===== config.mk =====
export PLATFORM = sky130hd
export DESIGN_NAME = logic_unit_iter_flat
export DESIGN_NICKNAME = d
export VERILOG_FILES = /design/src/rtl/logic_unit_iter_if.sv /design/src/rtl/logic_unit_iter.sv /design/src/flat_wrapper.sv
export SDC_FILE = /design/constraint.sdc
export NUM_CORES = 1
export LEC_CHECK = 0
export ABC_CLOCK_PERIOD_IN_PS = 8000
export CORE_MARGIN = 8
export CORE_UTILIZATION = 25
export CTS_BUF_LIST = sky130_fd_sc_hd__clkbuf_8 sky130_fd_sc_hd__clkbuf_16
export DETAILED_ROUTE_END_ITERATION = 10
export GPL_TIMING_DRIVEN = 1
export SYNTH_ARGS = -nofsm -noshare
export SYNTH_HDL_FRONTEND = slang
export SYNTH_SLANG_ARGS = --single-unit

===== constraint.sdc =====
create_clock -name clk -period 8 [get_ports clk]
set_input_delay 1.6 -clock clk [delete_from_list [all_inputs] [get_ports clk]]
set_output_delay 1.6 -clock clk [all_outputs]
set_load 0.02 [all_outputs]

===== src/rtl/logic_unit_iter_if.sv =====
// Request/response bundle for logic_unit_iter: operand handshake in, result handshake out,
// plus condition codes and busy status.
interface logic_unit_iter_if #(
  parameter int WIDTH = 64
);
  logic                    in_valid;
  logic                    in_ready;
  logic signed [WIDTH-1:0] a;
  logic signed [WIDTH-1:0] b;
  logic [1:0]              op;
  logic                    set_cc;
  logic                    out_valid;
  logic                    out_ready;
  logic signed [WIDTH-1:0] out;
  logic [2:0]              cf;
  logic                    busy;

  modport master (
    output in_valid, a, b, op, set_cc, out_ready,
    input  in_ready, out_valid, out, cf, busy
  );

  modport slave (
    input  in_valid, a, b, op, set_cc, out_ready,
    output in_ready, out_valid, out, cf, busy
  );
endinterface


===== src/rtl/logic_unit_iter.sv =====
// Iterative bitwise logic unit: one CHUNK-wide slice of AND/OR/XOR/XNOR per cycle,
// result held until handshaken, optional ZF/SF/OF update on completion.
module logic_unit_iter #(
  parameter int WIDTH = 64,
  parameter int CHUNK = 16
) (
  input  logic             clk,
  input  logic             rst,
  logic_unit_iter_if.slave io_lu
);
  // WIDTH must be a multiple of CHUNK with at least two chunks.
  localparam int N  = WIDTH / CHUNK;
  localparam int CW = (N > 1) ? $clog2(N) : 1;

  typedef enum logic [1:0] {IDLE, RUN, DONE} state_t;

  state_t                  r_state, w_next;
  logic [CW-1:0]           r_cnt;
  logic [N-1:0][CHUNK-1:0] r_a, r_b, r_out;
  logic [1:0]              r_op;
  logic                    r_set_cc;
  logic [CHUNK-1:0]        r_acc;
  logic [2:0]              r_cf;

  logic [CHUNK-1:0]        w_ca, w_cb, w_res, w_acc_nxt;
  logic                    w_last;

  // Current slice and its result; last chunk processed is the top one, so its MSB is the sign.
  always_comb begin
    w_ca = r_a[r_cnt];
    w_cb = r_b[r_cnt];
    case (r_op)
      2'b00:   w_res = w_ca & w_cb;
      2'b01:   w_res = w_ca | w_cb;
      2'b10:   w_res = w_ca ^ w_cb;
      default: w_res = ~(w_ca ^ w_cb);
    endcase
    w_acc_nxt = r_acc | w_res;
    w_last    = (r_cnt == CW'(N - 1));
  end

  always_ff @(posedge clk or posedge rst) begin
    if (rst) r_state <= IDLE;
    else     r_state <= w_next;
  end

  always_comb begin
    w_next            = r_state;
    io_lu.in_ready    = 1'b0;
    io_lu.out_valid   = 1'b0;
    io_lu.busy        = 1'b1;
    case (r_state)
      IDLE: begin
        io_lu.in_ready = 1'b1;
        io_lu.busy     = 1'b0;
        if (io_lu.in_valid) w_next = RUN;
      end
      RUN:  if (w_last) w_next = DONE;
      DONE: begin
        io_lu.out_valid = 1'b1;
        if (io_lu.out_ready) w_next = IDLE;
      end
      default: w_next = IDLE;
    endcase
  end

  always_ff @(posedge clk or posedge rst) begin
    if (rst) begin
      r_a      <= '0;
      r_b      <= '0;
      r_op     <= '0;
      r_set_cc <= 1'b0;
      r_cnt    <= '0;
      r_acc    <= '0;
      r_out    <= '0;
      r_cf     <= '0;
    end else begin
      case (r_state)
        IDLE: if (io_lu.in_valid) begin
          r_a      <= io_lu.a;
          r_b      <= io_lu.b;
          r_op     <= io_lu.op;
          r_set_cc <= io_lu.set_cc;
          r_cnt    <= '0;
          r_acc    <= '0;
        end
        RUN: begin
          r_out[r_cnt] <= w_res;
          r_acc        <= w_acc_nxt;
          r_cnt        <= w_last ? '0 : r_cnt + 1'b1;
          // Zero flag covers every chunk via the accumulator, not just the final slice.
          if (w_last && r_set_cc) r_cf <= {1'b0, w_res[CHUNK-1], ~|w_acc_nxt};
        end
        default: ;
      endcase
    end
  end

  assign io_lu.out = r_out;
  assign io_lu.cf  = r_cf;
endmodule


===== src/flat_wrapper.sv =====
// flat-port wrapper written by rule: the top's interface ports become plain ports
module logic_unit_iter_flat 
#(
  parameter int WIDTH = 64,
  parameter int CHUNK = 16
)
  (clk, rst, io_lu_in_valid, io_lu_a, io_lu_b, io_lu_op, io_lu_set_cc, io_lu_out_ready, io_lu_in_ready, io_lu_out_valid, io_lu_out, io_lu_cf, io_lu_busy);
  logic_unit_iter_if #(.WIDTH(WIDTH)) io_lu_i ();
  input  logic clk;
  input  logic rst;
  input wire logic [$bits(io_lu_i.in_valid)-1:0] io_lu_in_valid;
  input wire logic [$bits(io_lu_i.a)-1:0] io_lu_a;
  input wire logic [$bits(io_lu_i.b)-1:0] io_lu_b;
  input wire logic [$bits(io_lu_i.op)-1:0] io_lu_op;
  input wire logic [$bits(io_lu_i.set_cc)-1:0] io_lu_set_cc;
  input wire logic [$bits(io_lu_i.out_ready)-1:0] io_lu_out_ready;
  output wire logic [$bits(io_lu_i.in_ready)-1:0] io_lu_in_ready;
  output wire logic [$bits(io_lu_i.out_valid)-1:0] io_lu_out_valid;
  output wire logic [$bits(io_lu_i.out)-1:0] io_lu_out;
  output wire logic [$bits(io_lu_i.cf)-1:0] io_lu_cf;
  output wire logic [$bits(io_lu_i.busy)-1:0] io_lu_busy;
  assign io_lu_i.in_valid = io_lu_in_valid;
  assign io_lu_i.a = io_lu_a;
  assign io_lu_i.b = io_lu_b;
  assign io_lu_i.op = io_lu_op;
  assign io_lu_i.set_cc = io_lu_set_cc;
  assign io_lu_i.out_ready = io_lu_out_ready;
  assign io_lu_in_ready = io_lu_i.in_ready;
  assign io_lu_out_valid = io_lu_i.out_valid;
  assign io_lu_out = io_lu_i.out;
  assign io_lu_cf = io_lu_i.cf;
  assign io_lu_busy = io_lu_i.busy;
  logic_unit_iter #(.WIDTH(WIDTH), .CHUNK(CHUNK)) u_core (.clk(clk), .rst(rst), .io_lu(io_lu_i));
endmodule

* Yosys cells after proc, flatten, opt, wreduce, memory -nomap -nowiden
Index checks and enable logic that the tools add are counted.
** Cells by class
- Add/subtract/negate cells :: 1
- Magnitude comparators :: 2
- Eq/ne operators :: 8
- Muxes and demuxes :: 20
- Bitwise logic cells :: 5
- Reduce and logical (&&, ||, !) cells :: 11
** Operators with widths (count)
- 16-bit binary-select mux with 2-bit select :: 2
- 64-bit bitwise mux :: 1
- 16-bit two-way mux :: 4
- 16-bit one-hot mux with 3 select lines :: 1
- 16-bit demux with 2-bit select :: 1
- 16-bit OR :: 2
- 16-bit one-hot mux with 2 select lines :: 1
- 16-bit bitwise AND :: 1
- 16-bit inverter :: 1
- 16-bit OR reduction :: 1
- 16-bit XOR :: 1
- 2-bit two-way mux :: 5
- 2-bit == test (second input constant) :: 3
- 2-bit one-hot mux with 3 select lines :: 1
- 2-bit AND reduction :: 3
- 2-bit by 1-bit == test with 1-bit output (second input constant) :: 2
- 2-bit logical NOT :: 2
- 2-bit != test (second input constant) :: 2
- 2-bit one-hot mux with 2 select lines :: 1
- 2-bit by 3-bit < comparator with 1-bit output (second input constant) :: 1
- 1-bit two-way mux :: 3
- 3-bit AND reduction :: 1
- 2-bit by 1-bit adder with 2-bit output (second input constant) :: 1
- 2-bit by 1-bit greater-or-equal comparator with 1-bit output (second input constant) :: 1
- other kinds (4) :: 5
** Storage, ports and cells
- Bits in registers :: 217
- Bits of input ports :: 135
- Output and inout bits :: 70
- Word-level logic and storage cells :: 65

* Longest topological paths before layout
Gate-level depths: netlist of the first run.
- Depth in word-level cells :: 8
- Mapped depth :: 10
- Gate-level depth less buffers :: 8

* Worst setup path before layout of the first run
No wires, ideal clock.
- Path type :: register to register
- From :: reg u_core.r_cnt[0]
- To :: reg u_core.r_cf[0] (netlist: u_core.io_lu.cf[0])
- Library setup time :: 92 ps
- Arrival :: 2777 ps
- Data required time :: 7908 ps
- Setup slack :: 5131 ps
- Cell stages (with the launch flop) :: 11
- Buffers on the path :: 2
- Period minus slack after synthesis :: 2869 ps
- Cell sequence :: dfrtp_1 -> buf_2 -> buf_2 -> mux4_2 -> inv_1 -> ha_1 -> mux2_1 -> mux2i_1 -> and4_1 -> nand4_1 -> o31ai_2
** On the way
- Longest elaborated chain between the ends :: 8
- Elaborated cells between the ends (all ways) :: 15
- Classes of those cells :: eq/ne (1); mux (5); bitwise (5); reduce/logical (4)
** Ends and longest elaborated chain
- from (decl) :: RTL line logic_unit_iter.sv:18 : logic [CW-1:0] r_cnt;
- from (signal assigned) :: RTL line logic_unit_iter.sv:90 : r_cnt <= w_last ? '0 : r_cnt + 1'b1;
- 16-bit binary-select mux with 2-bit select, on equally long branches :: RTL line logic_unit_iter.sv:30, logic_unit_iter.sv:31
- 16-bit two-way mux, on equally long branches :: RTL line logic_unit_iter.sv:30, logic_unit_iter.sv:31
- 16-bit XOR :: RTL line logic_unit_iter.sv:35, logic_unit_iter.sv:36
- 16-bit inverter :: RTL line logic_unit_iter.sv:36 : default: w_res = ~(w_ca ^ w_cb);
- 16-bit one-hot mux with 3 select lines :: RTL line logic_unit_iter.sv:32 : case (r_op)
- 16-bit OR :: RTL line logic_unit_iter.sv:38 : w_acc_nxt = r_acc | w_res;
- 16-bit OR reduction :: RTL line logic_unit_iter.sv:92 : if (w_last && r_set_cc) r_cf <= {1'b0, w_res[CHUNK-1], ~|w_acc_nxt};
- 1-bit logical NOT :: RTL line logic_unit_iter.sv:92
- to (signal assigned) :: RTL line logic_unit_iter.sv:92
- to (decl) :: RTL line logic_unit_iter.sv:23 : logic [2:0] r_cf;
Several ways; a longest one is shown, not always the timed one. The select of a mux whose other input is x is not followed.
A chain may end at the register's enable or synchronous reset.

* Worst setup path after layout of the first run
Same ends and word-level chain as after synthesis.

==> results of run 1 <==
[through the flow]
step	utilization	cell area, um2
CTS	0.335	13300
finish	0.335	13300
detailed placement	0.314	12500
global route	0.335	13300
global placement	0.314	12500
floorplan	-	10000
[where the power goes]
part           internal (mW)  leakage [nW]  total [mW]  switching, mW
Combinational           1.20          3.16        2.98           1.78
Clock                  0.666         0.422        1.12          0.457
Sequential              1.60          2.72        1.90          0.297
[Yosys cell counts, drive strengths merged]
cell,number
nand2,465
dfrtp,217
o21ai,67
nor2,43
clkbuf,39
inv,37
ha,36
mux2i,32
mux4,32
buf,23
mux2,9
a21oi,7
o21a,7
nand4,4
nor4,4
and2,3
o31ai,3
nand2b,2
nand3,2
and4,1
conb,1
nor2b,1
[state kept, by name, indices dropped and copies added, names as in the netlist]
signal,flops
u_core.r_b,64
u_core.r_state,2
u_core.r_op,2
u_core.r_cnt,2
u_core.io_lu.cf,2
u_core.r_a,64
u_core.r_acc,16
u_core.io_lu.out,64
u_core.r_set_cc,1
[cells by family (layout without fill, tap and decap cells)]
group,after synthesis,in the layout
flops,217,217
fa+ha+maj,36,36
compound gates,84,84
buf+inv,99,294
simple gates,525,525
mux,73,73
other cells,1,1
[critical path, cell delays in order (launching register included)]
cell and delay, ps:
dfrtp_2 340, buf_4 610, mux4_2 630, inv_1 80, ha_1 230, mux2_1 290
mux2i_1 750, and4_1 320, nand4_1 120, o31ai_2 230
[placed cells by master, fill, tap and decap left out, types with 9 or more instances in the layout]
cell type / netlist / layout
clkdlybuf4s50_1: 0 / 203
o21ai_0: 67 / 67
ha_1: 36 / 36
dfrtp_1: 217 / 214
mux4_2: 32 / 32
buf_4: 2 / 9
nand2_1: 465 / 464
nor2_1: 43 / 43
mux2i_1: 27 / 27
clkbuf_16: 0 / 25
inv_1: 37 / 42
[layer usage]
| metal | part of all wire | global-route usage |
|---|---|---|
| met5 | 0 | 0 |
| met4 | 0.024 | 0.0329 |
| met3 | 0.049 | 0.0242 |
| met2 | 0.47 | 0.206 |
| met1 | 0.46 | 0.163 |
[worst max-delay path by stage]
stage	slack (ps)	from	end	cells past startpoint
finish	4260	u_core.r_cnt[0]	u_core.io_lu.cf[0]	9
global route	3990	u_core.r_cnt[0]	u_core.io_lu.cf[0]	9
CTS	4160	u_core.r_cnt[0]	u_core.io_lu.cf[0]	9
detailed placement	4120	io_lu_in_valid	u_core.r_a[12]	5
global placement	4150	io_lu_in_valid	u_core.r_a[44]	5
floorplan	460	rst	u_core.io_lu.cf[0]	1
[layout make-up]
cell class / instances / share of cell area
sequential: 217 / 0.409
clock inverter: 13 / 0.00716
timing repair buffer: 212 / 0.158
multi-input combinational: 719 / 0.311
clock buffer: 32 / 0.0544
tap: 525 / 0.0495
inverter: 37 / 0.0110
==> run_results.csv, run 1 <==
group,metric,value,unit
sta,post-route-period-util,0.468,
drt,viasPerCell,4.26,
drt,vias,7485,
synth,synth-simple-area-share,0.201,
sta,setup-violations-final,0,
hold_path,holdPathEnd,"u_core.r_a[41]",
synth,synth_compound_area_frac,0.0458,
global_routing,grt_first_pass_wirelength,46000,um
hold_path,min_from,"u_core.r_a[41]",
global_routing,groute.usage.overall,0.124,
sta,tns,0,ps
global_routing,overflow,0,
global_routing,antenna_found_initial,0,
clock_tree,cts_tree,"done",
worst_setup_path,crit_type,"flop to flop",
layout,fin_nets,1383,
synth,synth.distinct_cells,35,
power,total_power,6.00,mW
layout,syn2layout_area_growth,32.8,%
sta,hold_viol_final,0,
clock_tree,cts_buffers,25,
sta,slew_headroom,0.244,
synth,synth_nets,1206,
power,peakVddDrop,0.000192,V
layout,nFillCells,4130,
floorplan,io_pins,205,
run_status,outcome,"finished, final reports clean",
hold_path,hold_path.class,"flop to flop",
synth,synth.mux.area_fraction,0.119,
synth,synth_top_area_cell,"dfrtp_1",
layout,n_antenna_cell,0,
clock_tree,cts_buffer_depth,3,
synth,synth_xor_area_frac,0,
sta,skew,13.3,ps
placed_design,numPlacedInstances,1710,
sta,fmax,267,MHz
synth,synthCells,1035,
clock_tree,htree_levels,1,
floorplan,die_y,216,um
synth,yosysWarnings,0,
floorplan,dieArea,0.0467,mm2
sta,report.final.slew_viol_count,0,
layout,seq_area,0.00543,mm2
flow_run,maxCapViolCount,0,
worst_setup_path,end_kind,"flop",
worst_setup_path,reg2reg_from,"u_core.r_cnt[0]",
placed_design,portBuffers,203,
clock_tree,cts_resized,0,
synth,synth_seq_cells,217,
worst_setup_path,r2r_setup_slack,4260,ps
placed_design,dp_hpwl,20800,um
placed_design,gp_congestion,0.731,
sta,period_minus_slack,3740,ps
floorplan,coreArea,0.0396,mm2
sta,holdWs,468,ps
synth,synth.cell_area,0.0100,mm2
synth,synth_area_leaders,"dfrtp_1, nand2_1, mux4_2",
placed_design,place_ws,4120,ps
drt,drtPass1Iterations,4,
drt,drt_first_iter_violations,360,
clock_tree,clk_pin_slew_worst_paths,60,ps
clock_tree,clkSinkCount,217,
worst_setup_path,path_max_fanout,37,
global_routing,grt_pass1_vias,7885,
drt,wirelength,29300,um
synth,synth_top_area_frac,0.543,
layout,multi_input_area,0.00413,mm2
worst_setup_path,reg2reg_depth,9,
clock_tree,post-cts-setup-buffers,0,
synth,synthAdderAreaFrac,0.0450,
hold_path,hold_depth,2,
floorplan,std_cell_rows,73,
synth,ys_seq_area_frac,0.543,
power,power_density,452,mW/mm2
floorplan,die_w,216,um
worst_setup_path,worst_ep_required_time,8440,ps
clock_tree,clock_latency,520,ps
global_routing,grt_max_degree,88,
floorplan,initial_core_util,0.252,
layout,layout-drive-gt1-share,0.0813,
drt,wl_per_cell,16.7,um
layout,instances_no_fill,1755,
worst_setup_path,start_kind,"flop",
worst_setup_path,cp.arrival,4180,ps
clock_tree,root_buffer,"clkbuf_16",
synth,syn_area_per_cell,9.67,um2
synth,synth_top_family_by_area,"simple AND/OR/NAND/NOR gates",
power,p_leak,6.30,nW
sta,fin_ws,4260,ps
sta,rsz0062_at_grt,"false",
worst_setup_path,timing.rr.end,"u_core.io_lu.cf[0]",
drt,drc,0,
sta,worst_pin_slew,1130,ps
drt,ant_nets,0,
clock_tree,ctsHoldBuffers,0,
(Power assumes the default switching activity.)
==> inputs of run 2 (changes only) <==
--- a/config.mk
+++ b/config.mk
@@ -5,7 +5,7 @@
 export SDC_FILE = /design/constraint.sdc
 export NUM_CORES = 1
 export LEC_CHECK = 0
-export ABC_CLOCK_PERIOD_IN_PS = 8000
+export ABC_CLOCK_PERIOD_IN_PS = 3400
 export CORE_MARGIN = 8
 export CORE_UTILIZATION = 25
 export CTS_BUF_LIST = sky130_fd_sc_hd__clkbuf_8 sky130_fd_sc_hd__clkbuf_16
==> constraint.sdc (replaced) <==
create_clock -name clk -period 3.4 [get_ports clk]
set_input_delay 0.68 -clock clk [delete_from_list [all_inputs] [get_ports clk]]
set_output_delay 0.68 -clock clk [all_outputs]
set_load 0.02 [all_outputs]
==> run_results.csv, run 2 (same netlist as run 1, synthesis figures left out) <==
group,metric,value,unit
clock_tree,cts_buffer_depth,3,
layout,nFillCells,4078,
sta,holdWs,470,ps
floorplan,coreArea,0.0396,mm2
worst_setup_path,reg2reg_depth,9,
worst_setup_path,worst_ep_required_time,3820,ps
power,p_seq_frac,0.317,
sta,post-route-period-util,0.844,
worst_setup_path,crit_type,"flop to flop",
placed_design,numPlacedInstances,1728,
drt,viasPerCell,4.38,
sta,setup-violations-final,0,
worst_setup_path,timing.rr.end,"u_core.io_lu.cf[0]",
global_routing,busiest_layer,"met2",
sta,hold_viol_final,0,
floorplan,initial_core_util,0.252,
worst_setup_path,crit_slowest_cell,"mux4_2",
drt,wirelength,31000,um
clock_tree,post-cts-setup-buffers,0,
layout,layout-drive-gt1-share,0.0962,
power,combPwrFrac,0.488,
global_routing,grt_pass1_vias,8191,
clock_tree,clock_latency,520,ps
worst_setup_path,path_buf_inv,2,
layout,instances_no_fill,1772,
drt,drc,0,
worst_setup_path,end_kind,"flop",
clock_tree,root_buffer,"clkbuf_16",
clock_tree,cts_resized,0,
hold_path,hold_path.class,"flop to flop",
power,clockPowerShare,0.195,
layout,fin_nets,1401,
flow_run,maxCapViolCount,0,
clock_tree,clkSinkCount,217,
drt,drt_first_iter_violations,483,
floorplan,die_y,216,um
worst_setup_path,start_kind,"flop",
worst_setup_path,r2r_setup_slack,530,ps
placed_design,dp_hpwl,23200,um
sta,slew_headroom,0.346,
drt,wl_per_cell,17.5,um
run_status,outcome,"finished, final reports clean",
clock_tree,cts_tree,"done",
worst_setup_path,crit_chain,"buf_12, mux4_2, inv_1, ha_1, mux2_1, mux2i_1, and4_1, nand4_1, o31ai_2",
power,power_density,1080,mW/mm2
drt,vias,7765,
global_routing,grt_first_pass_wirelength,48400,um
power,p_sw_frac,0.409,
sta,tns,0,ps
clock_tree,clk_pin_slew_worst_paths,60,ps
worst_setup_path,cp_num_cells,9,
worst_setup_path,crit_path_start,"u_core.r_cnt[0]",
global_routing,antenna_found_initial,1,
sta,worst_pin_slew,979,ps
power,p_int,8.69,mW
layout,n_antenna_cell,0,
drt,ant_nets,0,
worst_setup_path,reg2reg_from,"u_core.r_cnt[0]",
worst_setup_path,cp-endpoint,"u_core.io_lu.cf[0]",
power,peakVddDrop,0.000569,V
clock_tree,ctsHoldBuffers,0,
sta,rsz0062_at_grt,"false",
global_routing,grtUsageMet2,0.214,
placed_design,placed_cell_area,0.0127,mm2
layout,layout_commonest_cell,"nand2_1",
placed_design,portBuffers,203,
global_routing,groute.usage.overall,0.131,
global_routing,use_met3,0.0284,
sta,skew,20.1,ps
global_routing,overflow,0,
drt,drtPass1Iterations,5,
layout,final_area,0.0136,mm2
clock_tree,htree_levels,1,
worst_setup_path,path_delay_family,"multiplexers",
sta,report.final.slew_viol_count,0,
worst_setup_path,cp.arrival,3290,ps
power,p_leak,6.44,nW
global_routing,grt_max_degree,72,
worst_setup_path,max_stage_delay,590,ps
global_routing,grt_util_met1,0.173,
floorplan,dieArea,0.0467,mm2
power,p_sw,6.01,mW
floorplan,io_pins,205,
worst_setup_path,path_max_fanout,27,
sta,period_minus_slack,2870,ps
floorplan,die_w,216,um
layout,syn2layout_area_growth,35.7,%
floorplan,std_cell_rows,73,
layout,final_cell_mix,"nand2_1, dfrtp_1, clkdlybuf4s50_1, o21ai_0, nor2_1",
clock_tree,cts_buffers,25,
placed_design,gp_congestion,0.764,
sta,fmax,349,MHz
-- run 2: worst register-to-register path: stages (launching register included) --
cell and delay (ps):
dfrtp_2 470, buf_12 280, mux4_2 600, inv_1 80
ha_1 230, mux2_1 300, mux2i_1 220, and4_1 250
nand4_1 120, o31ai_2 230
-- run 2: cell type report --
type,count,area (um2),area share
clock buffers,33,736,0.0542
flip-flops and latches,217,5430,0.400
well taps,525,657,0.0484
repair buffers,230,2320,0.171
inverters,37,143,0.0105
multi-input cells,719,4130,0.304
clock inverters,11,151,0.0112
-- run 2: through the flow --
step	utilization	power (mW)	worst slack, ps
final	0.342	14.7	531
after global routing	0.342	15.8	376
after CTS	0.342	14.9	495
after detailed placement	0.320	11.9	532
after global placement	0.320	11.7	551
after floorplan	-	9.00	-106
-- run 2: power groups by stage --
stage	Combinational [mW]	Sequential [mW]	Clock [mW]
after global placement	7.05	4.65	0
after CTS	7.28	4.65	2.92
after floorplan	4.38	4.62	0
final	7.18	4.65	2.87
after global routing	7.98	4.79	3.02
after detailed placement	7.25	4.69	0
-- run 2: worst min-delay path by stage --
| stage | startpoint | endpoint | slack (ps) | depth (start not counted) |
|---|---|---|---|---|
| CTS | u_core.r_a[50] | u_core.r_a[50] | 470 | 2 |
| global placement | u_core.r_a[56] | u_core.r_a[56] | 450 | 2 |
| finish | u_core.r_a[60] | u_core.r_a[60] | 470 | 2 |
| floorplan | u_core.r_a[32] | u_core.r_a[32] | 440 | 2 |
| detailed placement | u_core.r_a[50] | u_core.r_a[50] | 460 | 2 |
| global route | u_core.r_b[41] | u_core.r_b[41] | 490 | 2 |
-- run 2: layer usage --
| metal | vias up | routed length [um] |
|---|---|---|
| met3 | 45 | 2000 |
| li1 | 3700 | - |
| met5 | - | 8 |
| met4 | 2 | 924 |
| met1 | 3771 | 13600 |
| met2 | 247 | 14500 |
